## config.mk

```make
export PLATFORM = sky130hd
export DESIGN_NAME = stall_ctrl
export DESIGN_NICKNAME = d
export VERILOG_FILES = /design/src/rtl/stall_ctrl.sv
export SDC_FILE = /design/constraint.sdc
export NUM_CORES = 1
export LEC_CHECK = 0
export ABC_AREA = 1
export CAP_MARGIN = 10
export CORE_UTILIZATION = 41
export CTS_BUF_LIST = sky130_fd_sc_hd__clkbuf_4
export CTS_CLUSTER_DIAMETER = 120
export DETAILED_ROUTE_END_ITERATION = 8
export GPL_TIMING_DRIVEN = 0
export PLACE_DENSITY = 0.91
export SLEW_MARGIN = 20
export SYNTH_ARGS = -nofsm -noshare
export SYNTH_HDL_FRONTEND = slang
export SYNTH_SLANG_ARGS = --single-unit
```

## constraint.sdc

```tcl
create_clock -name clk -period 2.6 [get_ports clk]
set_input_delay 0.52 -clock clk [delete_from_list [all_inputs] [get_ports clk]]
set_output_delay 0.52 -clock clk [all_outputs]
set_load 0.005 [all_outputs]
```

## src/rtl/stall_ctrl.sv

```systemverilog
// stall_ctrl: ID-stage hazard detection for a 5-stage MIPS-style pipeline.
// Covers load-use, early branch operands and the mult/div busy window.
module stall_ctrl (
  input  logic        clk,
  input  logic        reset,
  input  logic [31:0] instrD,
  input  logic [31:0] instrE,
  input  logic [31:0] instrM,
  input  logic        clr_perf,
  output logic        stall,
  output logic        flush_E,
  output logic        md_busy,
  output logic [3:0]  md_cnt,
  output logic [15:0] stall_cycles
);

  localparam logic [3:0] MULT_LAT = 4'd5;
  localparam logic [3:0] DIV_LAT  = 4'd10;

  function automatic logic f_cal_r(
    input logic [5:0] op,
    input logic [5:0] fn
  );
    return (op == 6'h00) && (fn inside {[6'h20:6'h2B]});
  endfunction

  function automatic logic f_cal_i(input logic [5:0] op);
    return op inside {[6'h08:6'h0F]};
  endfunction

  function automatic logic f_load(input logic [5:0] op);
    return op inside {6'h20, 6'h21, 6'h23, 6'h24, 6'h25};
  endfunction

  function automatic logic f_store(input logic [5:0] op);
    return op inside {6'h28, 6'h29, 6'h2B};
  endfunction

  function automatic logic f_branch(input logic [5:0] op);
    return op inside {6'h04, 6'h05};
  endfunction

  function automatic logic f_jr(
    input logic [5:0] op,
    input logic [5:0] fn
  );
    return (op == 6'h00) && (fn == 6'h08);
  endfunction

  function automatic logic f_md_op(
    input logic [5:0] op,
    input logic [5:0] fn
  );
    return (op == 6'h00) && (fn inside {[6'h18:6'h1B]});
  endfunction

  function automatic logic f_md_mv(
    input logic [5:0] op,
    input logic [5:0] fn
  );
    return (op == 6'h00) && (fn inside {[6'h10:6'h13]});
  endfunction

  // ID fields and classes
  logic [5:0] op_d;
  logic [5:0] fn_d;
  logic [4:0] rs_d;
  logic [4:0] rt_d;
  logic       cal_r_d;
  logic       cal_i_d;
  logic       load_d;
  logic       store_d;
  logic       branch_d;
  logic       jr_d;
  logic       md_op_d;
  logic       md_mv_d;
  logic       mthi_d;
  logic       mtlo_d;
  logic       use_rs_d;
  logic       use_rt_d;

  // EX fields and classes
  logic [5:0] op_e;
  logic [5:0] fn_e;
  logic [4:0] rt_e;
  logic [4:0] rd_e;
  logic       cal_r_e;
  logic       cal_i_e;
  logic       load_e;
  logic       md_op_e;
  logic       mult_e;
  logic       div_e;
  logic [4:0] dst_e;

  // MEM fields and classes
  logic [5:0] op_m;
  logic [4:0] rt_m;
  logic       load_m;

  // Hazard terms
  logic       s1;
  logic       s2;
  logic       s3;
  logic       s4;
  logic       early_d;
  logic [3:0] md_nxt;

  // Instruction bits no hazard rule looks at
  logic unused_bits;
  assign unused_bits = ^{instrD[15:6], instrE[25:21],
                         instrE[10:6], instrM[25:21],
                         instrM[15:0]};

  // Decode the instruction sitting in ID
  always_comb begin
    op_d     = instrD[31:26];
    fn_d     = instrD[5:0];
    rs_d     = instrD[25:21];
    rt_d     = instrD[20:16];
    cal_r_d  = f_cal_r(op_d, fn_d);
    cal_i_d  = f_cal_i(op_d);
    load_d   = f_load(op_d);
    store_d  = f_store(op_d);
    branch_d = f_branch(op_d);
    jr_d     = f_jr(op_d, fn_d);
    md_op_d  = f_md_op(op_d, fn_d);
    md_mv_d  = f_md_mv(op_d, fn_d);
    mthi_d   = md_mv_d && (fn_d == 6'h11);
    mtlo_d   = md_mv_d && (fn_d == 6'h13);
    use_rs_d = cal_r_d | cal_i_d | load_d
             | store_d | branch_d | jr_d
             | md_op_d | mthi_d | mtlo_d;
    use_rt_d = cal_r_d | store_d | branch_d
             | md_op_d;
    early_d  = branch_d | jr_d;
  end

  // Decode EX and pick its destination register
  always_comb begin
    op_e    = instrE[31:26];
    fn_e    = instrE[5:0];
    rt_e    = instrE[20:16];
    rd_e    = instrE[15:11];
    cal_r_e = f_cal_r(op_e, fn_e);
    cal_i_e = f_cal_i(op_e);
    load_e  = f_load(op_e);
    md_op_e = f_md_op(op_e, fn_e);
    mult_e  = md_op_e && !fn_e[1];
    div_e   = md_op_e && fn_e[1];
    dst_e   = 5'd0;
    unique case (1'b1)
      cal_r_e:          dst_e = rd_e;
      cal_i_e | load_e: dst_e = rt_e;
      default:          dst_e = 5'd0;
    endcase
  end

  // Decode MEM; only a load there can still hurt a branch
  always_comb begin
    op_m   = instrM[31:26];
    rt_m   = instrM[20:16];
    load_m = f_load(op_m);
  end

  // Combine the four stall sources
  always_comb begin
    s1 = load_e && (rt_e != 5'd0)
      && ((use_rs_d && (rs_d == rt_e))
       || (use_rt_d && (rt_d == rt_e)));
    s2 = (cal_r_e | cal_i_e) && (dst_e != 5'd0)
      && ((early_d && (rs_d == dst_e))
       || (branch_d && (rt_d == dst_e)));
    s3 = load_m && (rt_m != 5'd0)
      && ((early_d && (rs_d == rt_m))
       || (branch_d && (rt_d == rt_m)));
    s4 = (md_op_d | md_mv_d)
      && (md_busy | md_op_e);
  end

  assign stall   = s1 | s2 | s3 | s4;
  assign flush_E = stall;
  assign md_busy = md_cnt != 4'd0;

  // A new mult/div in EX always reloads, even mid-count
  always_comb begin
    md_nxt = 4'd0;
    if (mult_e)
      md_nxt = MULT_LAT;
    else if (div_e)
      md_nxt = DIV_LAT;
    else if (md_busy)
      md_nxt = md_cnt - 4'd1;
  end

  // Mult/div countdown register
  always_ff @(posedge clk or negedge reset) begin
    if (!reset)
      md_cnt <= 4'd0;
    else
      md_cnt <= md_nxt;
  end

  // Saturating stall-cycle counter, clear wins
  always_ff @(posedge clk or negedge reset) begin
    if (!reset)
      stall_cycles <= 16'd0;
    else if (clr_perf)
      stall_cycles <= 16'd0;
    else if (stall && (stall_cycles != 16'hFFFF))
      stall_cycles <= stall_cycles + 16'd1;
  end

endmodule

```

---- Word level (Yosys, flattened, before mapping) ----
Index checks and enable logic that the tools add are counted.
storage, ports and cells
  flip-flop bits (word level) ............. 20
  output and inout bits ................... 23
  logic and storage cells ................. 120
cells by class
  $add $sub $neg .......................... 2
  $lt $le $gt $ge ......................... 14
  equal/unequal tests ..................... 30
  multiplexer cells ....................... 6
  bitwise gates (word level) .............. 19
  reductions and logical operators ........ 47
operators by type and width
  cell                                                                                 count
  6-bit == test, second input constant                                                 18
  16-bit two-way mux                                                                   2
  1-bit logical AND                                                                    31
  5-bit == test                                                                        6
  5-bit nonzero test                                                                   6
  1-bit OR                                                                             19
  6-bit by 5-bit greater-or-equal comparator with 1-bit output, second input constant  3
  6-bit by 5-bit <= comparator with 1-bit output, second input constant                3
  16-bit by 1-bit adder with 16-bit output, second input constant                      1
  16-bit != test, second input constant                                                1
  6-bit by 3-bit == test with 1-bit output, second input constant                      2
  6-bit by 5-bit == test with 1-bit output, second input constant                      2
  6-bit by 4-bit greater-or-equal comparator with 1-bit output, second input constant  2
  6-bit greater-or-equal comparator, second input constant                             2
  6-bit by 4-bit <= comparator with 1-bit output, second input constant                2
  6-bit <= comparator, second input constant                                           2
  6-bit zero test                                                                      2
  4-bit two-way mux                                                                    3
  5-bit case mux with 2 select lines                                                   1
  6-bit by 4-bit == test with 1-bit output, second input constant                      1
  2-bit nonzero test                                                                   2
  4-bit nonzero test                                                                   1
  4-bit by 1-bit subtractor with 4-bit output, second input constant                   1
  1-bit logical OR                                                                     3
  2 further kinds                                                                      2

---- Longest topological paths before layout ----
Gate-level depths: netlist of the first run.
  depth after elaboration ................. 20
  mapped depth ............................ 18
  gate-level depth less buffers ........... 17

---- Least setup slack after synthesis of the first run ----
No wires, ideal clock.
  path kind ............................... input -> output
  from .................................... in instrE[28]
  to ...................................... out stall
  arrival ................................. 1.728 ns
  path slack .............................. 0.352 ns
  cell stages on the path ................. 14
  path through ............................ inv_1 -> nand2_1 -> nand2_1 -> nand2_1 -> nand2_2 -> nand2_1 -> nand2_1 -> nor3_1 -> nand2_1 -> o21ai_1 -> inv_1 -> nand2_1 -> o2111ai_1 -> buf_4
on the way
  cells in the longest elaborated chain, start to end .. 11
RTL lines
  what                                                                                  line      source
  start, declared                                                                       7         input logic [31:0] instrE,
  6-bit by 4-bit greater-or-equal comparator with 1-bit output (tied with other cells)  28        return op inside {[6'h08:6'h0F]};
  1-bit logical AND / 5-bit nonzero test (equally long branches)                        28, 32
  1-bit OR                                                                              153       cal_i_e | load_e: dst_e = rt_e;
  5-bit case mux with 2 select lines                                                    151       unique case (1'b1)
  5-bit == test (on tied branches)                                                      171, 172
  1-bit logical AND (on tied branches)                                                  171, 172
  1-bit logical OR                                                                      172       || (branch_d && (rt_d == dst_e)));
  1-bit logical AND                                                                     171       && ((early_d && (rs_d == dst_e))
  1-bit OR (2 in series)                                                                180       assign stall = s1 | s2 | s3 | s4;
  1-bit OR (*)                                                                          180
  end, declared                                                                         10        output logic stall,
Mark *: on every way between the ends. The rest lies on a longest branch, timed or not.

---- Worst setup path in the final report of the first run ----
  from .................................... in instrE[31]
  to ...................................... out flush_E
on the way
  cells in the longest elaborated chain, start to end .. 11
RTL lines
  what                                                                                  line      source
  6-bit by 4-bit greater-or-equal comparator with 1-bit output (tied with other cells)  28
  1-bit logical AND / 5-bit nonzero test (equally long branches)                        28, 32
  1-bit OR                                                                              153
  5-bit case mux with 2 select lines                                                    151
  5-bit == test (on tied branches)                                                      171, 172
  1-bit logical AND (on tied branches)                                                  171, 172
  1-bit logical OR                                                                      172
  1-bit logical AND                                                                     171
  1-bit OR (2 in series)                                                                180
  1-bit OR (*)                                                                          180
  end, declared                                                                         11        output logic flush_E,
Marks and branches as above.

==> results.md, run 1 <==
* CTS buffer count at 3
* Sequential share of the synthesized area at 21.91%
* Max_cap viols at 0
* Worst path max stage delay at 180 ps
* Largest net degree at the start of global routing at 21
* Worst skew pair latency at 310 ps
* Routed wire per std cell at 15.06 µm
* CP max stage cell: nor2_1
* Maximum vdd drop at 353.4 µV
* Max-Slew Margin vs Limit at 41.32%
* Pre-CTS setup slack at -860.6 ps
* Clk root buf: clkbuf_4
* Fmax at 0.3882 GHz
* HP Start: md_cnt[0]
* Max Root-Sink Buffers at 2
* Antenna-violating nets left at 0
* Initial antenna violation count at 0
* Pre-antenna DRT Iters at 8
* Worst hold path class: register to register
* Synth Net Count at between 400 and 500
* Crit Path Category: primary input to output port
* Number of synthesized flops with an enable pin at 0
* Min Tclk post-route at 2576 ps
* Wire length of the first global-routing pass at around 12,000 µm
* Worst-Margin Slew at 877.5 ps
* Global route overflow at 0
* Status: completed
* Total number of vias at 3,113
* DIE AREA at 5875 µm²
* RR Startpoint: stall_cycles[0]
* Cts-stage hold buffer count at 0
* CTS tree: done
* Switching share of total power at 33.37%
* Worst Slack Setup Final at approximately 24 ps
* Die Span X at 76.65 µm
* Number of vias per cell at around 5.7
* CORE AREA at 5238 µm²
* RePlAce Congestion at about 0.95
* Clock transition at path regs at ~120 ps
* Die height at 76.65 µm
* CTS Sinks at 20
* Nets at 581
* Clock Skew at 4.096 ps
* PD cells at 294.2 nW/µm²
* Cells after Synth at about 380
* # diodes at 0
* CP endpoint kind: output port
* Comb pwr share at between 40% and 50%
* Leakage power at between 1.5 and 2 nW
* Yosys warning total at 0
* Worst EP arrival at 2060 ps
* Synth Cell Area at 2285 µm²
* Placement Cell Area at 3163 µm²
* PortBufs at 79
* H-tree depth at 1
* Cell family with most CP delay: simple AND/OR/NAND/NOR gates
* Final slew viol count at 0
* Clk pwr share at 24.5%
* Final std cell area, no fill at roughly 3600 µm²
* Synthesized area per cell at 5.965 µm²
* Starting Density at between 40% and 50%
* Setup crit start: instrE[31]
* GRT Total Usage at 25.63%
* Setup violators final at 0
* Initial drt markers at 216
* Library cells used by synthesis at 37
* Final WL at 8285 µm
* # IOs at 122
* CP required at 2080 ps
* Crit path max fanout at 5
* Final Hold Fails at 0
* Seq pwr share at about a third
* Worst path bufs/invs at 3
* Top FF cell, synth: dfrtp_1
* Row count at 26
* Ys async rst share at 100.0%
* Critical-path cell list: buf_4 > nor2_4 > nand3_4 > inv_8 > nand3_4 > nand3_1 > nand2_1 > nor2_1 > nand3_2 > nand2_2 > nand2_2 > o2111ai_4 > buf_2
* Vias in the first global route at 2,866
* Startpoint types: primary input
* Share of cells above drive strength 1 at 22.08%
* Cell internal pwr at between 0.0006 and 0.0007 W
* DRC at 0
* Setup TNS at 0 ps
* Switch Pwr at 0.0003499 W
* Post-synthesis register bit count at 20
* Fin crit share at between 90 and 100%
* HPWL after DPL at 5417 µm
* Total power at 0.001049 W
* Synthesis-to-finish area growth at 56.02%
## cell type report
cell class,count,area (µm²)
Buffer,7,37.54
Clock buffer,3,22.52
Clock inverter,1,30.03
Fill cell,404,1673
Inverter,58,225.2
Multi-Input combinational cell,297,1826
Sequential cell,20,500.5
Tap cell,70,87.58
Timing Repair Buffer,94,835.8
## path summary, 6_finish.rpt
check / to / slack (ps) / depth (start not counted)
worst max-delay path: flush_E / 20 / 13
worst min-delay path: md_cnt[0] / 570 / 1
worst max register to register: stall_cycles[2] / 260 / 13
worst min register to register: md_cnt[0] / 570 / 1
max in group asynchronous: md_cnt[2] / 1370 / 1
min in group asynchronous: stall_cycles[15] / 690 / 1
## power groups by stage
stage / logic (W) / clock network [W] / registers [W]
6_report: 0.000433 / 0.000257 / 0.000359
5_1_grt: 0.000469 / 0.000277 / 0.000362
4_1_cts: 0.000387 / 0.000264 / 0.000359
3_5_place_dp: 0.000379 / 0 / 0.000363
3_3_place_gp: 0.000366 / 0 / 0.000362
2_1_floorplan: 0.000170 / 0 / 0.000360
## per-layer routing
layer | share of wire [%] | global-route usage [%] | vias to the layer above
met5 | 0 | 0 | -
met4 | 5.0 | 9.615 | 0
met3 | 8.6 | 4.048 | 53
met2 | 48 | 45.77 | 230
met1 | 38 | 30.73 | 1387
li1 | - | - | 1443
## flip-flops by register name, indices dropped and copies added (netlist names)
register and flops:
stall_cycles 16, md_cnt 4
## metrics by stage
stage	hold slack [ps]	util, %	instances
6_report	570.4	68.06	550
5_1_grt	613.5	68.06	550
4_1_cts	572.8	65.22	544
3_5_place_dp	544.4	60.39	532
3_3_place_gp	522.7	60.39	532
2_1_floorplan	224.4	-	383
## cell families (layout without fill, tap and decap cells)
logic type	Yosys count	in the layout	synth area share, %
compound gates	22	22	5.860
xor+xnor	24	24	9.200
fa+ha+maj	1	1	0.5476
buf+inv	66	163	11.50
flops	20	20	21.91
simple gates	250	250	50.99
## cells in the mapped netlist (5+ instances only)
cell	n	area, µm²
nand2_1	107	401.6
inv_1	53	198.9
nand3_1	46	230.2
nor2_1	45	168.9
nand4_1	23	143.9
dfrtp_1	20	500.5
xor2_1	19	166.4
nor3_1	8	40.04
o21ai_0	7	35.03
a21oi_1	5	25.02
inv_2	5	18.77
xnor2_1	5	43.79
## layout by cell type (no fill, tap or decap), types with 10 or more instances in the layout
cell and count:
nor2_1 36, dlygate4sd2_1 13, nand2_1 85, xor2_1 19, nand2_2 13, clkbuf_2 11
clkdlybuf4s50_1 42, nand4_1 23, dfrtp_1 20, nand3_1 36, inv_1 50, buf_4 15
nand2_4 10
## timing repair
action	4_1_cts	5_1_grt
setup buffers	8	7
cloned	0	0
resized for setup	97	65
pin swaps	30	34
setup endpoints to repair	2	2
No activity file was read; power rests on OpenSTA's default activity.
==> run 2: changes to the inputs <==
--- a/config.mk
+++ b/config.mk
@@ -5,13 +5,13 @@
 export SDC_FILE = /design/constraint.sdc
 export NUM_CORES = 1
 export LEC_CHECK = 0
-export ABC_AREA = 1
 export CAP_MARGIN = 10
-export CORE_UTILIZATION = 41
+export CORE_UTILIZATION = 38
 export CTS_BUF_LIST = sky130_fd_sc_hd__clkbuf_4
 export CTS_CLUSTER_DIAMETER = 120
 export DETAILED_ROUTE_END_ITERATION = 8
 export GPL_TIMING_DRIVEN = 0
+export MAX_ROUTING_LAYER = met4
 export PLACE_DENSITY = 0.91
 export SLEW_MARGIN = 20
 export SYNTH_ARGS = -nofsm -noshare
==> run 2 against run 1 <==
Net effect: the run now ends with negative setup slack left; cell count fell by 27%; non-clock buffer count fell by 3; flip-flop and latch count did not move; synthesized cell count fell by 37%; die area fell by 7.9%; utilization fell by 1.6 points; total power fell by 15%; routed wire length fell by 25%; fmax fell by 31%; hold slack improved by 13 ps; combinational power fell by 29%; first-iteration DRC count fell by 18%; critical endpoint is now stall.
==> results.md, run 2 <==
* Status: complete, but fails checks
* Failing checks: negative setup slack
* Cts-stage hold buffer count at 0
* DRC at 0
* Largest regs: stall_cycles (16), md_cnt (4)
* Synthesis-to-finish area growth at 64.57%
* Ys async rst share at 100.0%
* Fmax at ~0.27 GHz
* Most common cell in the netlist: nor2_1
* Starting Density at 40.39%
* Antenna-violating nets left at 0
* HP Start: stall_cycles[10]
* Wire length of the first global-routing pass at 9342 µm
* RePlAce Congestion at a little under 0.9
* Wire length on met3 at 370 µm
* Sequential share of the synthesized area at 25.72%
* Die Span X at 73.56 µm
* Dpl cells at 387
* Yosys warning total at 0
* Vias in the first global route at about 2,200
* Crit Path Category: primary input to output port
* Most common cell after layout, fill and taps aside: clkdlybuf4s50_1
* Worst path max stage delay at 540 ps
* Final slew viol count at 0
* GRT Total Usage at 22.16%
* # diodes at 0
* CTS Sinks at 20
* Largest register FFs at 16
* Worst-Margin Slew at 898.5 ps
* Leakage power at 1.208 nW
* Setup TNS at -11,010 ps
* Routed met2 length at 3321 µm
* HPWL after DPL at ~4300 µm
* Most frequent cells after synthesis: 24 x nor2_1, 21 x xnor2_1, 20 x dfrtp_1, 15 x nand2_1, 14 x a21oi_1
* Clock Skew at 15.21 ps
* Post-synthesis register bit count at 20
* Final non-filler cell total at 403
* Synth Net Count at 341
* R2R setup slack at -350 ps
* Yosys top cell by area: dfrtp_1
* Worst hold path class: register to register
* Die height at 73.56 µm
* Final Hold Fails at 0
* Min Tclk post-route at 3709 ps
* DIE AREA at between 5000 and 6000 µm²
* Final WL at 6205 µm
* Library cells used by synthesis at between 50 and 60
* Max Root-Sink Buffers at 2
* Setup violators final at 18
* CP most frequent cell: buf_6
* Top cells by area, synth: dfrtp_1 26%, xnor2_1 9.5%, nor2_1 4.6%
* Pre-CTS setup slack at -2091 ps
* Initial antenna violation count at 0
* CP required at about 2100 ps
* Routed wire per std cell at 15.40 µm
* H-tree depth at 1
* Met1 WL at 2358 µm
* PD cells at 279.5 nW/µm²
* Post-synth top area share at between 20% and 30%
* Setup crit start: instrE[28]
* Most frequent cells in the layout: 68 x clkdlybuf4s50_1, 22 x nor2_1, 20 x dfrtp_1
* Pre-antenna DRT Iters at 4
* Cells after Synth at 241
* RSZ-0062 raised after global routing: yes
* Fin Hold WS at a little under 600 ps
* Nets at around 440
* Maximum vdd drop at ~190 µV
* Top FF cell, synth: dfrtp_1
* CTS buffer count at 3
* Share of cells above drive strength 1 at 18.75%
* Max layer used: met4
* Crit path max fanout at 6
* Global route overflow at 0
* Synth Cell Area at 1946 µm²
* Number of vias per cell at 5.787
* Top reg by flops: stall_cycles
* RR Startpoint: stall_cycles[6]
* Worst EP arrival at 3190 ps
* Row count at 25
* Worst Slack Setup Final at -1109 ps
* Cell family with most CP delay: simple AND/OR/NAND/NOR gates
* CP max stage cell: or4_4
* Clock transition at path regs at around 110 ps
* Clk root buf: clkbuf_4
* Number of synthesized flops with an enable pin at 0
* Startpoint types: primary input
* Fill count at 381
* Critical-path cell list: buf_6 > or4_4 > a2111oi_4 > buf_6 > a22oi_4 > xnor2_1 > or4_1 > nor3_2 > a21oi_2 > o311ai_2 > buf_4 > buf_6
* CORE AREA at 4817 µm²
* Worst skew pair latency at 320 ps
* Max-Slew Margin vs Limit at 39.91%
* Total number of vias at 2,332
* Fin crit share at 142.7%
* Initial drt markers at ~180
* CTS tree: done
* PortBufs at 79
* CP endpoint kind: output port
* Largest net degree at the start of global routing at 21
* Synthesized area per cell at 8.073 µm²
* Max_cap viols at 0
* Worst path bufs/invs at 4
* # IOs at 122
## run 2: logic make-up (layout without fill, tap and decap cells)
kind of cell / Yosys count / in the layout / share of synthesized area, %
compound gates: 54 / 54 / 19.87
xor+xnor: 31 / 31 / 13.95
fa+ha+maj: 1 / 1 / 0.6430
buf+inv: 16 / 111 / 3.729
flops: 20 / 20 / 25.72
mux: 7 / 7 / 3.987
simple gates: 112 / 112 / 32.09
## run 2: final timing paths
path,to,depth (start not counted)
max in group asynchronous,stall_cycles[15],1
max reg2reg,stall_cycles[0],9
min reg2reg,stall_cycles[10],2
max,stall,12
min in group asynchronous,stall_cycles[1],1
min,stall_cycles[10],2
## run 2: through the flow
step	utilization, %	power, W	area (µm²)
after floorplan	-	0.0004403	1974
final	66.47	0.0008949	3202
after global placement	59.14	0.0005974	2849
after global routing	66.47	0.0009297	3202
after detailed placement	59.14	0.0006046	2849
after CTS	63.45	0.0008702	3057
## run 2: repair_timing
item                                   in CTS  in global routing
setup endpoints to repair                  18                 18
endpoints found under the hold margin       0                  0
gates cloned                                0                  1
buffers inserted                            8                  4
resized for setup                          52                 21
pin swaps                                  22                 14
## run 2: worst min-delay path, stage by stage, from the launching register on
cell and delay [ps]:
dfrtp_1 420, o31ai_1 70, a21oi_1 60
## run 2: layout make-up
class	count	area, µm²	area share [%]
clock inverters	1	30.03	0.9379
well taps	67	83.83	2.618
flip-flops and latches	20	500.5	15.63
repair buffers	92	922.1	28.80
plain buffers	6	46.29	1.446
inverters	9	33.78	1.055
multi-input cells	205	1563	48.81
clock buffers	3	22.52	0.7034
## run 2: routing by layer
layer	vias up	global-route usage (%)
met5	-	-
met4	0	8.761
met2	110	41.59
met1	1108	23.63
met3	20	2.195
li1	1094	-
## run 2: power breakdown
| part | leakage (nW) | switching [W] | internal (W) |
|---|---|---|---|
| registers | 0.279 | 0.00000889 | 0.000316 |
| logic | 0.901 | 0.000137 | 0.000169 |
| clock network | 0.0279 | 0.000108 | 0.000156 |
